$ cat config.mk
export PLATFORM = sky130hd
export DESIGN_NAME = iiq_issue_select_flat
export DESIGN_NICKNAME = d
export VERILOG_FILES = /design/src/rtl/iiq_issue_select_if.sv /design/src/rtl/iiq_issue_select.sv /design/src/flat_wrapper.sv
export SDC_FILE = /design/constraint.sdc
export NUM_CORES = 1
export LEC_CHECK = 0
export CAP_MARGIN = 0
export CELL_PAD_IN_SITES_DETAIL_PLACEMENT = 0
export CELL_PAD_IN_SITES_GLOBAL_PLACEMENT = 2
export CORE_AREA = 2 2 242 244
export DETAILED_ROUTE_END_ITERATION = 12
export DIE_AREA = 0 0 244 246
export PLACE_DENSITY = 0.73
export SLEW_MARGIN = 40
export SYNTH_ARGS = -nofsm -noshare
export SYNTH_HDL_FRONTEND = slang
export SYNTH_SLANG_ARGS = --single-unit
$ cat constraint.sdc
create_clock -name clk -period 2 [get_ports clk]
set_clock_uncertainty 0.2 [all_clocks]
set_input_delay 0.2 -clock clk [delete_from_list [all_inputs] [get_ports clk]]
set_output_delay 0.2 -clock clk [all_outputs]
set_load 0.02 [all_outputs]
$ cat src/rtl/iiq_issue_select_if.sv
// rtl/iiq_issue_select_if.sv - IIQ dequeue/wakeup/issue port bundle shared by queue, selector and ALU
`ifndef IIQ_N_ENTRIES
`define IIQ_N_ENTRIES 8
`endif
`ifndef IIQ_ENTRY_WIDTH
`define IIQ_ENTRY_WIDTH 32
`endif

interface iiq_issue_select_if #(
    parameter int N_ENTRIES   = `IIQ_N_ENTRIES,
    parameter int ENTRY_WIDTH = `IIQ_ENTRY_WIDTH,
    parameter int TAG_WIDTH   = 6
);
    logic [N_ENTRIES-1:0]                  entry_valid;
    logic [N_ENTRIES-1:0][ENTRY_WIDTH-1:0] entry_douts;
    logic                                  deq_valid;
    logic [ENTRY_WIDTH-1:0]                deq_data;
    logic                                  deq_ready;
    logic [N_ENTRIES-1:0]                  deq_sel_onehot;
    logic [N_ENTRIES-1:0]                  wr_en;
    logic [N_ENTRIES-1:0][ENTRY_WIDTH-1:0] wr_data;
    logic                                  wb0_valid;
    logic                                  wb1_valid;
    logic [TAG_WIDTH-1:0]                  wb0_tag;
    logic [TAG_WIDTH-1:0]                  wb1_tag;
    logic                                  flush;
    logic                                  issue_valid;
    logic [ENTRY_WIDTH-1:0]                issue_data;
    logic                                  issue_ready;

    modport master (
        input  entry_valid, entry_douts, deq_valid, deq_data,
        input  wb0_valid, wb1_valid, wb0_tag, wb1_tag, flush, issue_ready,
        output deq_ready, deq_sel_onehot, wr_en, wr_data, issue_valid, issue_data
    );

    modport slave (
        output entry_valid, entry_douts, deq_valid, deq_data,
        output wb0_valid, wb1_valid, wb0_tag, wb1_tag, flush, issue_ready,
        input  deq_ready, deq_sel_onehot, wr_en, wr_data, issue_valid, issue_data
    );
endinterface

$ cat src/rtl/iiq_issue_select.sv
// rtl/iiq_issue_select.sv - IIQ wakeup, oldest-ready select and one-entry issue register
// Optional same-cycle wakeup bypass into eligibility: define IIQ_WAKEUP_BYPASS_EN.
module iiq_issue_select #(
    parameter int N_ENTRIES   = `IIQ_N_ENTRIES,
    parameter int ENTRY_WIDTH = `IIQ_ENTRY_WIDTH,
    parameter int TAG_WIDTH   = 6
) (
    input  logic                clk,
    input  logic                rst,
    iiq_issue_select_if.master  bus
);
    localparam int PAYLOAD_WIDTH = ENTRY_WIDTH - 2*TAG_WIDTH - 2;
    localparam int S2_RDY        = PAYLOAD_WIDTH;
    localparam int S2_TAG_LSB    = S2_RDY + 1;
    localparam int S1_RDY        = S2_TAG_LSB + TAG_WIDTH;
    localparam int S1_TAG_LSB    = S1_RDY + 1;

    logic [N_ENTRIES-1:0]                  wake_en;
    logic [N_ENTRIES-1:0]                  eligible;
    logic [N_ENTRIES-1:0]                  oldest;
    logic [N_ENTRIES-1:0][ENTRY_WIDTH-1:0] entry_upd;
    logic                                  can_issue;
    logic                                  deq_req;
    logic                                  issue_valid_q, issue_valid_d;
    logic [ENTRY_WIDTH-1:0]                issue_data_q, issue_data_d;

    function automatic logic wb_hit(
        input logic [TAG_WIDTH-1:0] tag,
        input logic v0, input logic [TAG_WIDTH-1:0] t0,
        input logic v1, input logic [TAG_WIDTH-1:0] t1
    );
        return (v0 && (t0 == tag)) || (v1 && (t1 == tag));
    endfunction

    always_comb begin
        wake_en   = '0;
        eligible  = '0;
        entry_upd = bus.entry_douts;
        for (int i = 0; i < N_ENTRIES; i++) begin
            if (bus.entry_valid[i] && !bus.entry_douts[i][S1_RDY] &&
                wb_hit(bus.entry_douts[i][S1_TAG_LSB +: TAG_WIDTH],
                       bus.wb0_valid, bus.wb0_tag, bus.wb1_valid, bus.wb1_tag)) begin
                entry_upd[i][S1_RDY] = 1'b1;
                wake_en[i]           = 1'b1;
            end
            if (bus.entry_valid[i] && !bus.entry_douts[i][S2_RDY] &&
                wb_hit(bus.entry_douts[i][S2_TAG_LSB +: TAG_WIDTH],
                       bus.wb0_valid, bus.wb0_tag, bus.wb1_valid, bus.wb1_tag)) begin
                entry_upd[i][S2_RDY] = 1'b1;
                wake_en[i]           = 1'b1;
            end
`ifdef IIQ_WAKEUP_BYPASS_EN
            eligible[i] = bus.entry_valid[i] & entry_upd[i][S1_RDY] & entry_upd[i][S2_RDY];
`else
            eligible[i] = bus.entry_valid[i] & bus.entry_douts[i][S1_RDY] & bus.entry_douts[i][S2_RDY];
`endif
        end
    end

    // Queue compacts toward index 0, so the lowest set eligible bit is the oldest.
    assign oldest    = eligible & (~eligible + N_ENTRIES'(1));
    assign can_issue = !issue_valid_q || bus.issue_ready;
    assign deq_req   = can_issue && (|eligible) && !bus.flush;

    assign bus.deq_ready      = deq_req;
    assign bus.deq_sel_onehot = deq_req ? oldest : '0;
    assign bus.wr_en          = wake_en & ~bus.deq_sel_onehot;
    assign bus.wr_data        = entry_upd;
    assign bus.issue_valid    = issue_valid_q;
    assign bus.issue_data     = issue_data_q;

    always_comb begin
        issue_valid_d = issue_valid_q;
        issue_data_d  = issue_data_q;
        if (bus.flush) begin
            issue_valid_d = 1'b0;
            issue_data_d  = '0;
        end else if (deq_req && bus.deq_valid) begin
            issue_valid_d        = 1'b1;
            issue_data_d         = bus.deq_data;
            issue_data_d[S1_RDY] = 1'b1;
            issue_data_d[S2_RDY] = 1'b1;
        end else if (issue_valid_q && bus.issue_ready) begin
            issue_valid_d = 1'b0;
            issue_data_d  = '0;
        end
    end

    always_ff @(posedge clk) begin
        if (rst) begin
            issue_valid_q <= 1'b0;
            issue_data_q  <= '0;
        end else begin
            issue_valid_q <= issue_valid_d;
            issue_data_q  <= issue_data_d;
        end
    end
endmodule
$ cat src/flat_wrapper.sv
// flat-port wrapper written by rule: the top's interface ports become plain ports
module iiq_issue_select_flat 
#(
    parameter int N_ENTRIES   = `IIQ_N_ENTRIES,
    parameter int ENTRY_WIDTH = `IIQ_ENTRY_WIDTH,
    parameter int TAG_WIDTH   = 6
)
  (clk, rst, bus_entry_valid, bus_entry_douts, bus_deq_valid, bus_deq_data, bus_wb0_valid, bus_wb1_valid, bus_wb0_tag, bus_wb1_tag, bus_flush, bus_issue_ready, bus_deq_ready, bus_deq_sel_onehot, bus_wr_en, bus_wr_data, bus_issue_valid, bus_issue_data);
  iiq_issue_select_if #(.N_ENTRIES(N_ENTRIES), .ENTRY_WIDTH(ENTRY_WIDTH), .TAG_WIDTH(TAG_WIDTH)) bus_i ();
  input  logic clk;
  input  logic rst;
  input wire logic [$bits(bus_i.entry_valid)-1:0] bus_entry_valid;
  input wire logic [$bits(bus_i.entry_douts)-1:0] bus_entry_douts;
  input wire logic [$bits(bus_i.deq_valid)-1:0] bus_deq_valid;
  input wire logic [$bits(bus_i.deq_data)-1:0] bus_deq_data;
  input wire logic [$bits(bus_i.wb0_valid)-1:0] bus_wb0_valid;
  input wire logic [$bits(bus_i.wb1_valid)-1:0] bus_wb1_valid;
  input wire logic [$bits(bus_i.wb0_tag)-1:0] bus_wb0_tag;
  input wire logic [$bits(bus_i.wb1_tag)-1:0] bus_wb1_tag;
  input wire logic [$bits(bus_i.flush)-1:0] bus_flush;
  input wire logic [$bits(bus_i.issue_ready)-1:0] bus_issue_ready;
  output wire logic [$bits(bus_i.deq_ready)-1:0] bus_deq_ready;
  output wire logic [$bits(bus_i.deq_sel_onehot)-1:0] bus_deq_sel_onehot;
  output wire logic [$bits(bus_i.wr_en)-1:0] bus_wr_en;
  output wire logic [$bits(bus_i.wr_data)-1:0] bus_wr_data;
  output wire logic [$bits(bus_i.issue_valid)-1:0] bus_issue_valid;
  output wire logic [$bits(bus_i.issue_data)-1:0] bus_issue_data;
  assign bus_i.entry_valid = bus_entry_valid;
  assign bus_i.entry_douts = bus_entry_douts;
  assign bus_i.deq_valid = bus_deq_valid;
  assign bus_i.deq_data = bus_deq_data;
  assign bus_i.wb0_valid = bus_wb0_valid;
  assign bus_i.wb1_valid = bus_wb1_valid;
  assign bus_i.wb0_tag = bus_wb0_tag;
  assign bus_i.wb1_tag = bus_wb1_tag;
  assign bus_i.flush = bus_flush;
  assign bus_i.issue_ready = bus_issue_ready;
  assign bus_deq_ready = bus_i.deq_ready;
  assign bus_deq_sel_onehot = bus_i.deq_sel_onehot;
  assign bus_wr_en = bus_i.wr_en;
  assign bus_wr_data = bus_i.wr_data;
  assign bus_issue_valid = bus_i.issue_valid;
  assign bus_issue_data = bus_i.issue_data;
  iiq_issue_select #(.N_ENTRIES(N_ENTRIES), .ENTRY_WIDTH(ENTRY_WIDTH), .TAG_WIDTH(TAG_WIDTH)) u_core (.clk(clk), .rst(rst), .bus(bus_i));
endmodule
==> Implementation_results.wiki, run 1 <==
{| class="wikitable"
! Metric !! Value
|-
| Final Net Count || 1,247
|-
| Reg2reg start || u_core.bus.issue_data[25]$_SDFFE_PP0P_
|-
| Clk pwr share || 25.4%
|-
| Core area || 0.05737 mm²
|-
| Detailed router's first-iteration violation count || 158
|-
| Cell area after layout || 0.009719 mm²
|-
| Flip-flop count of the largest register, all copies and words added || 31
|-
| Utilization after layout || 16.94%
|-
| Slew Limit Headroom || 75.67%
|-
| Critical path data required time || 1.60 ns
|-
| Flip-flop and latch count after synthesis || 31
|-
| Pins over their slew limit || 0
|-
| Comb pwr share || 56.4%
|-
| Top cell type's share of synthesized area || 32.15%
|-
| Sequential fraction of the synthesis area || 10.46%
|-
| Number of cell instances on the worst register-to-register path || 6
|-
| Minimum hold slack || 0.2000 ns
|-
| Max Freq || 461.3 MHz
|-
| # H-tree levels || 2
|-
| Dominant synthesized flop cell || sky130_fd_sc_hd__dfxtp_1
|-
| Vias/cell || 3.320
|-
| Antenna violations before repair || 1
|-
| Syn avg cell area || 7.973 µm²
|-
| Average wire per cell in the routed design || 19.58 µm
|-
| Placed insts || 1,668
|-
| GRT Resource Usage Total || 10.41%
|-
| Area leader, netlist || sky130_fd_sc_hd__buf_4
|-
| Antenna diode count || 0
|-
| Io pins || 621
|-
| Initial DRT Pass Iterations || 4
|-
| Result of the run || finished, violations left
|-
| Standard-cell row count || 88
|-
| First-pass GRT wire length || 44,280 µm
|-
| Fraction of registers with async set/reset || 0%
|-
| Die Y-Extent || 246 µm
|-
| Synthesized netlist cell count || 744
|-
| Net count after synthesis || 1,059
|-
| Hold Vio Cnt, Final || 0
|-
| Slowest cell on the critical path || sky130_fd_sc_hd__or4b_4
|-
| Number of remaining DRC errors || 0
|-
| Critical Path Start Type || input pin
|-
| Cell chosen for the clock root || sky130_fd_sc_hd__clkbuf_16
|-
| Max_cap viols || 0
|-
| Worst Tran Pin Value || 0.3649 ns
|-
| Overall power || 3518 µW
|-
| R2R Setup Slk || 0.36 ns
|-
| RSZ-0062 raised after global routing || true
|-
| Largest net degree at the start of global routing || 32
|-
| Sw Ratio || 35.04%
|-
| Horiz. Die Dim || 244 µm
|-
| Total CTS buffers || 5
|-
| Warnings from Yosys || 0
|-
| Final HPWL from detailed placement || 26,480 µm
|-
| Classification of the worst setup path || input pin to output pin
|-
| Final setup slack of the worst path || -0.1679 ns
|-
| HP Class || input pin to output pin
|-
| Internal || 2285 µW
|-
| Filler instances || 6,498
|-
| Sw Pwr || 1233 µW
|-
| Routability congestion estimate from global placement || 0.7722
|-
| Power Density || 362.0 mW/mm²
|-
| Category of cells accounting for the largest share of critical-path delay || simple AND/OR/NAND/NOR gates
|-
| Effective utilization at floorplan || 10.34%
|-
| Proportion of layout cells with a drive suffix above 1 || 25.72%
|-
| Maximum clock path buffer count || 2
|-
| Cells along the critical path || clkdlybuf4s50_1 -> nand3_2 -> nand2_1 -> or4b_4 -> nor3b_4 -> buf_12
|-
| Remaining global-route overflow || 0
|-
| Non-filler instance count after layout || 1,698
|-
| CP Data Arrival Time || 1.77 ns
|-
| Buf/Inv on CP || 2
|-
| Count of flip-flops with a built-in enable after synthesis || 0
|-
| Hold_sp || bus_entry_douts[110]
|-
| Capture instance of the worst register-to-register path || u_core.bus.issue_data[0]$_SDFFE_PP0P_
|-
| Final critical-path required period || 2.168 ns
|-
| Number of I/O port buffers || 330
|-
| Setup violation total in the final timing report || 2
|-
| Post-detailed-placement cell area || 0.009211 mm²
|-
| Via count of the routed design || 5,637
|-
| Final antenna-violating net count || 0
|-
| Violated checks || negative setup slack
|-
| Delay of the slowest critical-path stage || 0.56 ns
|-
| TritonCTS clock tree || built
|-
| Number of instances on the worst hold path || 0
|-
| Share of the clock period used by the worst path after layout || 108.4%
|-
| Most common cell in the synthesized netlist || sky130_fd_sc_hd__buf_4
|-
| Via count of the first global-routing pass || 6,036
|-
| Hold EP || bus_wr_data[110]
|-
| Area enclosed by the die boundary || 0.06002 mm²
|-
| Number of buffers inserted for hold repair after clock tree synthesis || 0
|-
| Lkg Pwr || 0.003822 µW
|-
| Crit Path Max Fanout || 2
|-
| Insertion delay of the later-clocked pin in the worst-skew pair || 0.27 ns
|-
| Number of distinct library cell variants in the gate-level netlist after synthesis || 33
|-
| Sequential Power Share || 18.1%
|-
| Peak VDD IR || 0.0002639 V
|-
| Area taken by multi-input logic gates || 0.003410 mm²
|-
| Synth-to-layout area growth || 63.85%
|-
| # clock sinks || 31
|-
| Commonest cells post-synth || 254 x sky130_fd_sc_hd__buf_4, 192 x sky130_fd_sc_hd__xnor2_1, 62 x sky130_fd_sc_hd__nand2_1
|-
| Netlist area before placement || 0.005932 mm²
|-
| Dominant cells by area after synthesis || sky130_fd_sc_hd__buf_4 32%, sky130_fd_sc_hd__xnor2_1 28%, sky130_fd_sc_hd__dfxtp_1 10%
|-
| Critical path endpoint category || output pin
|-
| Wire length after detailed routing || 33,250 µm
|-
| Seq. cell area || 621.8 µm²
|}
metrics by stage:
stage	worst slack (ns)	setup TNS [ns]
finish	-0.1679	-0.3012
global route	-0.2094	-0.3959
CTS	-0.2047	-0.3600
detailed placement	-0.8571	-34.14
global placement	-0.8639	-32.64
floorplan	0.1029	0
layout make-up:
cell class	instances	area share (%)
repair buffers	460	46.58
multi-input cells	426	35.08
well taps	765	9.848
flip-flops and latches	31	6.398
clock buffers	6	1.429
clock inverters	2	0.3605
inverters	8	0.3090
worst register-to-register path: cells and delay by family (launching register included):
kind,cells,cell delay [ns]
AO/OA/AOI/OAI,1,0.08
AND/OR/NAND/NOR,2,0.26
multiplexers,1,0.25
buffers and inverters,2,0.43
flip-flops,1,0.34
cells by family (layout without fill, tap and decap cells):
kind of cell	Yosys count	after routing	synth area share, %
muxes	30	30	5.062
xor gates and xnor gates	192	192	28.35
AOI/OAI and AO/OA	44	44	5.906
and+or+nand+nor	160	160	14.49
DFF	31	31	10.46
buffers and inverters	287	476	35.73
repair_timing:
| action | in CTS | in global routing |
|---|---|---|
| cloned | 7 | 1 |
| gates resized for setup | 285 | 51 |
| pin swaps | 16 | 18 |
| setup buffers | 14 | 0 |
| endpoints found under the setup margin | 67 | 28 |
cell usage in the layout (no fill, tap or decap), types with 3 or more instances in the layout:
| cell | Yosys | layout |
|---|---|---|
| sky130_fd_sc_hd__xnor2_1 | 192 | 184 |
| sky130_fd_sc_hd__clkdlybuf4s50_1 | 0 | 167 |
| sky130_fd_sc_hd__buf_4 | 254 | 103 |
| sky130_fd_sc_hd__dlygate4sd2_1 | 0 | 99 |
| sky130_fd_sc_hd__nand2_1 | 62 | 62 |
| sky130_fd_sc_hd__nand3_1 | 33 | 32 |
| sky130_fd_sc_hd__nand4_1 | 32 | 32 |
| sky130_fd_sc_hd__mux2i_1 | 30 | 30 |
| sky130_fd_sc_hd__dfxtp_1 | 31 | 30 |
| sky130_fd_sc_hd__buf_12 | 0 | 28 |
| sky130_fd_sc_hd__buf_2 | 8 | 22 |
| sky130_fd_sc_hd__a21o_1 | 16 | 16 |
| sky130_fd_sc_hd__o22ai_2 | 0 | 13 |
| sky130_fd_sc_hd__buf_6 | 6 | 12 |
| sky130_fd_sc_hd__clkbuf_2 | 0 | 11 |
| sky130_fd_sc_hd__inv_1 | 8 | 8 |
| sky130_fd_sc_hd__nor2b_1 | 8 | 8 |
| sky130_fd_sc_hd__xnor2_2 | 0 | 8 |
| sky130_fd_sc_hd__a32o_1 | 8 | 7 |
| sky130_fd_sc_hd__clkbuf_16 | 0 | 6 |
| sky130_fd_sc_hd__nand3_2 | 7 | 5 |
| sky130_fd_sc_hd__bufbuf_16 | 0 | 5 |
| sky130_fd_sc_hd__nand3_4 | 1 | 4 |
| sky130_fd_sc_hd__nor2_1 | 5 | 4 |
| sky130_fd_sc_hd__dlymetal6s2s_1 | 0 | 4 |
| sky130_fd_sc_hd__o22ai_1 | 16 | 3 |
| sky130_fd_sc_hd__clkdlybuf4s15_2 | 0 | 3 |
layer usage:
layer,GRT usage (%),up-vias,wire (µm)
li1,-,2580,-
met1,12.38,2627,13620
met2,17.73,339,15570
met3,2.560,89,2461
met4,4.412,2,1536
met5,0.6536,-,55
worst max path at each step:
stage / startpoint / to / slack (ns) / cells past startpoint
6_report: bus_entry_douts[146] / bus_deq_sel_onehot[7] / -0.17 / 6
4_1_cts: u_core.bus.issue_data[25]$_SDFFE_PP0P_ / bus_deq_sel_onehot[7] / -0.20 / 6
2_1_floorplan: u_core.bus.issue_data[25]$_SDFFE_PP0P_ / bus_deq_sel_onehot[7] / 0.10 / 4
3_5_place_dp: bus_wb1_tag[3] / bus_wr_en[1] / -0.86 / 8
5_1_grt: u_core.bus.issue_data[25]$_SDFFE_PP0P_ / bus_deq_sel_onehot[7] / -0.21 / 6
3_3_place_gp: bus_wb1_tag[3] / bus_wr_en[1] / -0.86 / 8
power groups by stage:
| stage | Combinational [µW] | Sequential [µW] | Clock, µW |
|---|---|---|---|
| after floorplan | 1380 | 667 | 0 |
| after global placement | 1940 | 651 | 0 |
| after detailed placement | 1950 | 651 | 0 |
| after CTS | 2000 | 638 | 923 |
| after global routing | 2120 | 639 | 955 |
| final | 1990 | 638 | 895 |
No activity file was read; power rests on OpenSTA's default activity.
==> run 2: changes to the inputs <==
--- a/config.mk
+++ b/config.mk
@@ -8,10 +8,11 @@
 export CAP_MARGIN = 0
 export CELL_PAD_IN_SITES_DETAIL_PLACEMENT = 0
 export CELL_PAD_IN_SITES_GLOBAL_PLACEMENT = 2
-export CORE_AREA = 2 2 242 244
+export CORE_AREA = 2 2 239 241
+export CTS_CLUSTER_DIAMETER = 200
 export DETAILED_ROUTE_END_ITERATION = 12
-export DIE_AREA = 0 0 244 246
-export PLACE_DENSITY = 0.73
+export DIE_AREA = 0 0 241 243
+export PLACE_DENSITY = 0.77
 export SLEW_MARGIN = 40
 export SYNTH_ARGS = -nofsm -noshare
 export SYNTH_HDL_FRONTEND = slang
==> constraint.sdc (replaced) <==
create_clock -name clk -period 1.8 [get_ports clk]
set_clock_uncertainty 0.2 [all_clocks]
set_input_delay 0.18 -clock clk [delete_from_list [all_inputs] [get_ports clk]]
set_output_delay 0.18 -clock clk [all_outputs]
set_load 0.02 [all_outputs]
==> Implementation_results.wiki, run 2 (same netlist as run 1, synthesis figures left out) <==
{| class="wikitable"
! Metric !! Value
|-
| Max Freq || 491.1 MHz
|-
| Maximum clock path buffer count || 2 (unchanged)
|-
| Routability congestion estimate from global placement || 0.7612 (-1.4%)
|-
| Power Density || 383.3 mW/mm² (+5.9%)
|-
| Critical path data required time || 1.42 ns (-0.18 ns)
|-
| Peak VDD IR || 0.0004380 V (+66%)
|-
| Largest net degree at the start of global routing || 31 (-3.1%)
|-
| Via count of the first global-routing pass || 6,510 (+7.9%)
|-
| Number of I/O port buffers || 330 (unchanged)
|-
| Commonest cells after routing, fill and taps aside || 149 x sky130_fd_sc_hd__clkdlybuf4s50_1, 116 x sky130_fd_sc_hd__buf_4, 109 x sky130_fd_sc_hd__xnor2_1
|-
| Total CTS buffers || 5 (unchanged)
|-
| GRT Resource Usage Total || 11.27% (+0.85 points)
|-
| Effective utilization at floorplan || 10.60% (+0.26 points)
|-
| Number of remaining DRC errors || 0 (unchanged)
|-
| CP Data Arrival Time || 1.66 ns (-0.11 ns)
|-
| Remaining global-route overflow || 0 (unchanged)
|-
| Filler instances || 6,221 (-4.3%)
|-
| Met2 Track Usage GR || 19.11% (+1.4 points)
|-
| Insertion delay of the later-clocked pin in the worst-skew pair || 0.29 ns (+0.02 ns)
|-
| Final critical-path required period || 2.036 ns
|-
| Cell chosen for the clock root || sky130_fd_sc_hd__clkbuf_16
|-
| Initial DRT Pass Iterations || 4 (unchanged)
|-
| Final antenna-violating net count || 0 (unchanged)
|-
| Synth-to-layout area growth || 91.27%
|-
| Core area || 0.05595 mm² (-2.5%)
|-
| Final setup slack of the worst path || -0.2363 ns (-0.06837 ns)
|-
| Hold Vio Cnt, Final || 0 (unchanged)
|-
| Average wire per cell in the routed design || 19.58 µm (about the same)
|-
| Max_cap viols || 0 (unchanged)
|-
| Fraction of met3 tracks used by global routing || 2.149% (-0.41 points)
|-
| Antenna violations before repair || 1 (unchanged)
|-
| Delay of the slowest critical-path stage || 0.55 ns (about the same)
|-
| Top Usage Layer GRT || met2
|-
| Overall power || 4349 µW (+24%)
|-
| Slowest cell on the critical path || sky130_fd_sc_hd__or4b_4
|-
| TritonCTS clock tree || built
|-
| Detailed router's first-iteration violation count || 144 (-8.9%)
|-
| Clock transition at the registers of the reported paths || 0.06 ns
|-
| # clock sinks || 31 (unchanged)
|-
| Flip-flop count of the largest register, all copies and words added || 31 (unchanged)
|-
| Share of the clock period used by the worst path after layout || 113.1%
|-
| Wire length after detailed routing || 34,400 µm (+3.5%)
|-
| Vias/cell || 3.391 (+2.1%)
|-
| Proportion of layout cells with a drive suffix above 1 || 43.36% (+18 points)
|-
| Lkg Pwr || 0.004753 µW (+24%)
|-
| Critical path endpoint category || output pin
|-
| Cells along the critical path || nand2b_4 -> nand2b_4 -> or4b_4 -> nor3b_4 -> buf_6
|-
| # H-tree levels || 2 (unchanged)
|-
| Area enclosed by the die boundary || 0.05856 mm² (-2.4%)
|-
| Fraction of met1 tracks used by global routing || 14.00% (+1.6 points)
|-
| Slew Limit Headroom || 77.91% (+2.2 points)
|-
| HP Class || input pin to register
|-
| Standard-cell row count || 87 (-1.1%)
|-
| RSZ-0062 raised after global routing || true
|-
| Post-place setup slack || -1.043 ns (-0.1860 ns)
|-
| Violated checks || negative setup slack
|-
| Die Y-Extent || 243 µm (-1.2%)
|-
| Worst Tran Pin Value || 0.3305 ns (-0.03435 ns)
|-
| Final HPWL from detailed placement || 25,830 µm (-2.5%)
|-
| Classification of the worst setup path || register to output pin
|-
| Pins over their slew limit || 0 (unchanged)
|-
| Most prevalent standard cell on the critical path || sky130_fd_sc_hd__nand2b_4
|-
| Critical Path Start Type || register
|-
| Antenna diode count || 0 (unchanged)
|-
| Commonest non-fill, non-tap cell in the layout || sky130_fd_sc_hd__clkdlybuf4s50_1
|-
| First-pass GRT wire length || 46,780 µm (+5.7%)
|-
| Result of the run || finished, violations left
|-
| Setup violation total in the final timing report || 15 (+13)
|-
| Crit Path Max Fanout || 3 (+1)
|-
| Io pins || 621 (unchanged)
|-
| Final Net Count || 1,315 (+5.5%)
|-
| Horiz. Die Dim || 241 µm (-1.2%)
|-
| Via count of the routed design || 5,958 (+5.7%)
|-
| Utilization after layout || 20.28% (+3.3 points)
|}
==> run 2: changes by cell type in the layout (fill, tap and decap cells not counted), moves of 6 or more <==
cell                              before  now
sky130_fd_sc_hd__clkdlybuf4s15_2       3   11
sky130_fd_sc_hd__dlygate4sd2_1        99   72
sky130_fd_sc_hd__clkdlybuf4s50_1     167  149
sky130_fd_sc_hd__clkdlybuf4s15_1       2   12
sky130_fd_sc_hd__buf_2                22    5
sky130_fd_sc_hd__buf_12               28   40
sky130_fd_sc_hd__clkbuf_2             11   26
sky130_fd_sc_hd__xnor2_1             184  109
sky130_fd_sc_hd__xnor2_2               8   79
sky130_fd_sc_hd__buf_6                12   76
sky130_fd_sc_hd__a32o_1                7    1
sky130_fd_sc_hd__a32o_2                1    7
sky130_fd_sc_hd__buf_4               103  116
sky130_fd_sc_hd__buf_8                 0   10
==> run 2: area by class of cell <==
cell class,instances,area [µm²],area share (%)
sequential,31,621.8,5.481
clock buffer,5,125.1,1.103
clock inverter,3,43.79,0.3860
tap,756,945.9,8.337
timing repair buffer,528,5482,48.31
multi-input combinational,426,4098,36.12
inverter,8,30.03,0.2647
==> run 2: timing repair <==
action,4_1_cts,5_1_grt
hold buffers,0,0
resized for setup,490,141
pin swaps,98,86
buffers inserted,61,6
cloned,12,0
setup endpoints to repair,104,66
==> run 2: stage by stage <==
stage	hold slack (ns)	setup TNS, ns	cell area (µm²)	cells
after CTS	0.1568	-4.023	11040	1755
after global placement	0.1601	-38.93	9301	1677
after floorplan	0.1188	-0.07073	5946	744
after detailed placement	0.1601	-39.68	9301	1677
final	0.1576	-1.160	11350	1757
after global routing	0.1600	-2.584	11350	1757
==> run 2: worst paths after layout <==
check                                                       startpoint                                      to  slack (ns)  cells after the start
worst min register to register  u_core.bus.issue_data[20]$_SDFFE_PP0P_  u_core.bus.issue_data[20]$_SDFFE_PP0P_        0.26                      2
worst max register to register  u_core.bus.issue_data[25]$_SDFFE_PP0P_  u_core.bus.issue_data[26]$_SDFFE_PP0P_        0.22                      6
worst max-delay path            u_core.bus.issue_data[25]$_SDFFE_PP0P_                   bus_deq_sel_onehot[7]       -0.24                      5
worst min-delay path                                   bus_issue_ready  u_core.bus.issue_data[25]$_SDFFE_PP0P_        0.16                      3
==> run 2: layer usage <==
layer,wire (µm),share of wire [%]
met1,14400,42
met4,1250,3.6
met5,59,0.17
met2,16520,48
met3,2168,6.3
==> run 2: critical path, delay by kind of cell, from the launching register on <==
kind / cells / cell delay (ns)
AND/OR/NAND/NOR: 4 / 0.89
flip-flops: 1 / 0.33
buffers and inverters: 1 / 0.14
==> run 2: report_power, final <==
group          internal, µW  leakage [µW]  switching [µW]
Sequential              701      0.000251            7.52
Clock                   652     0.0000838             333
Combinational          1460       0.00442            1200
Total                  2810       0.00475            1540
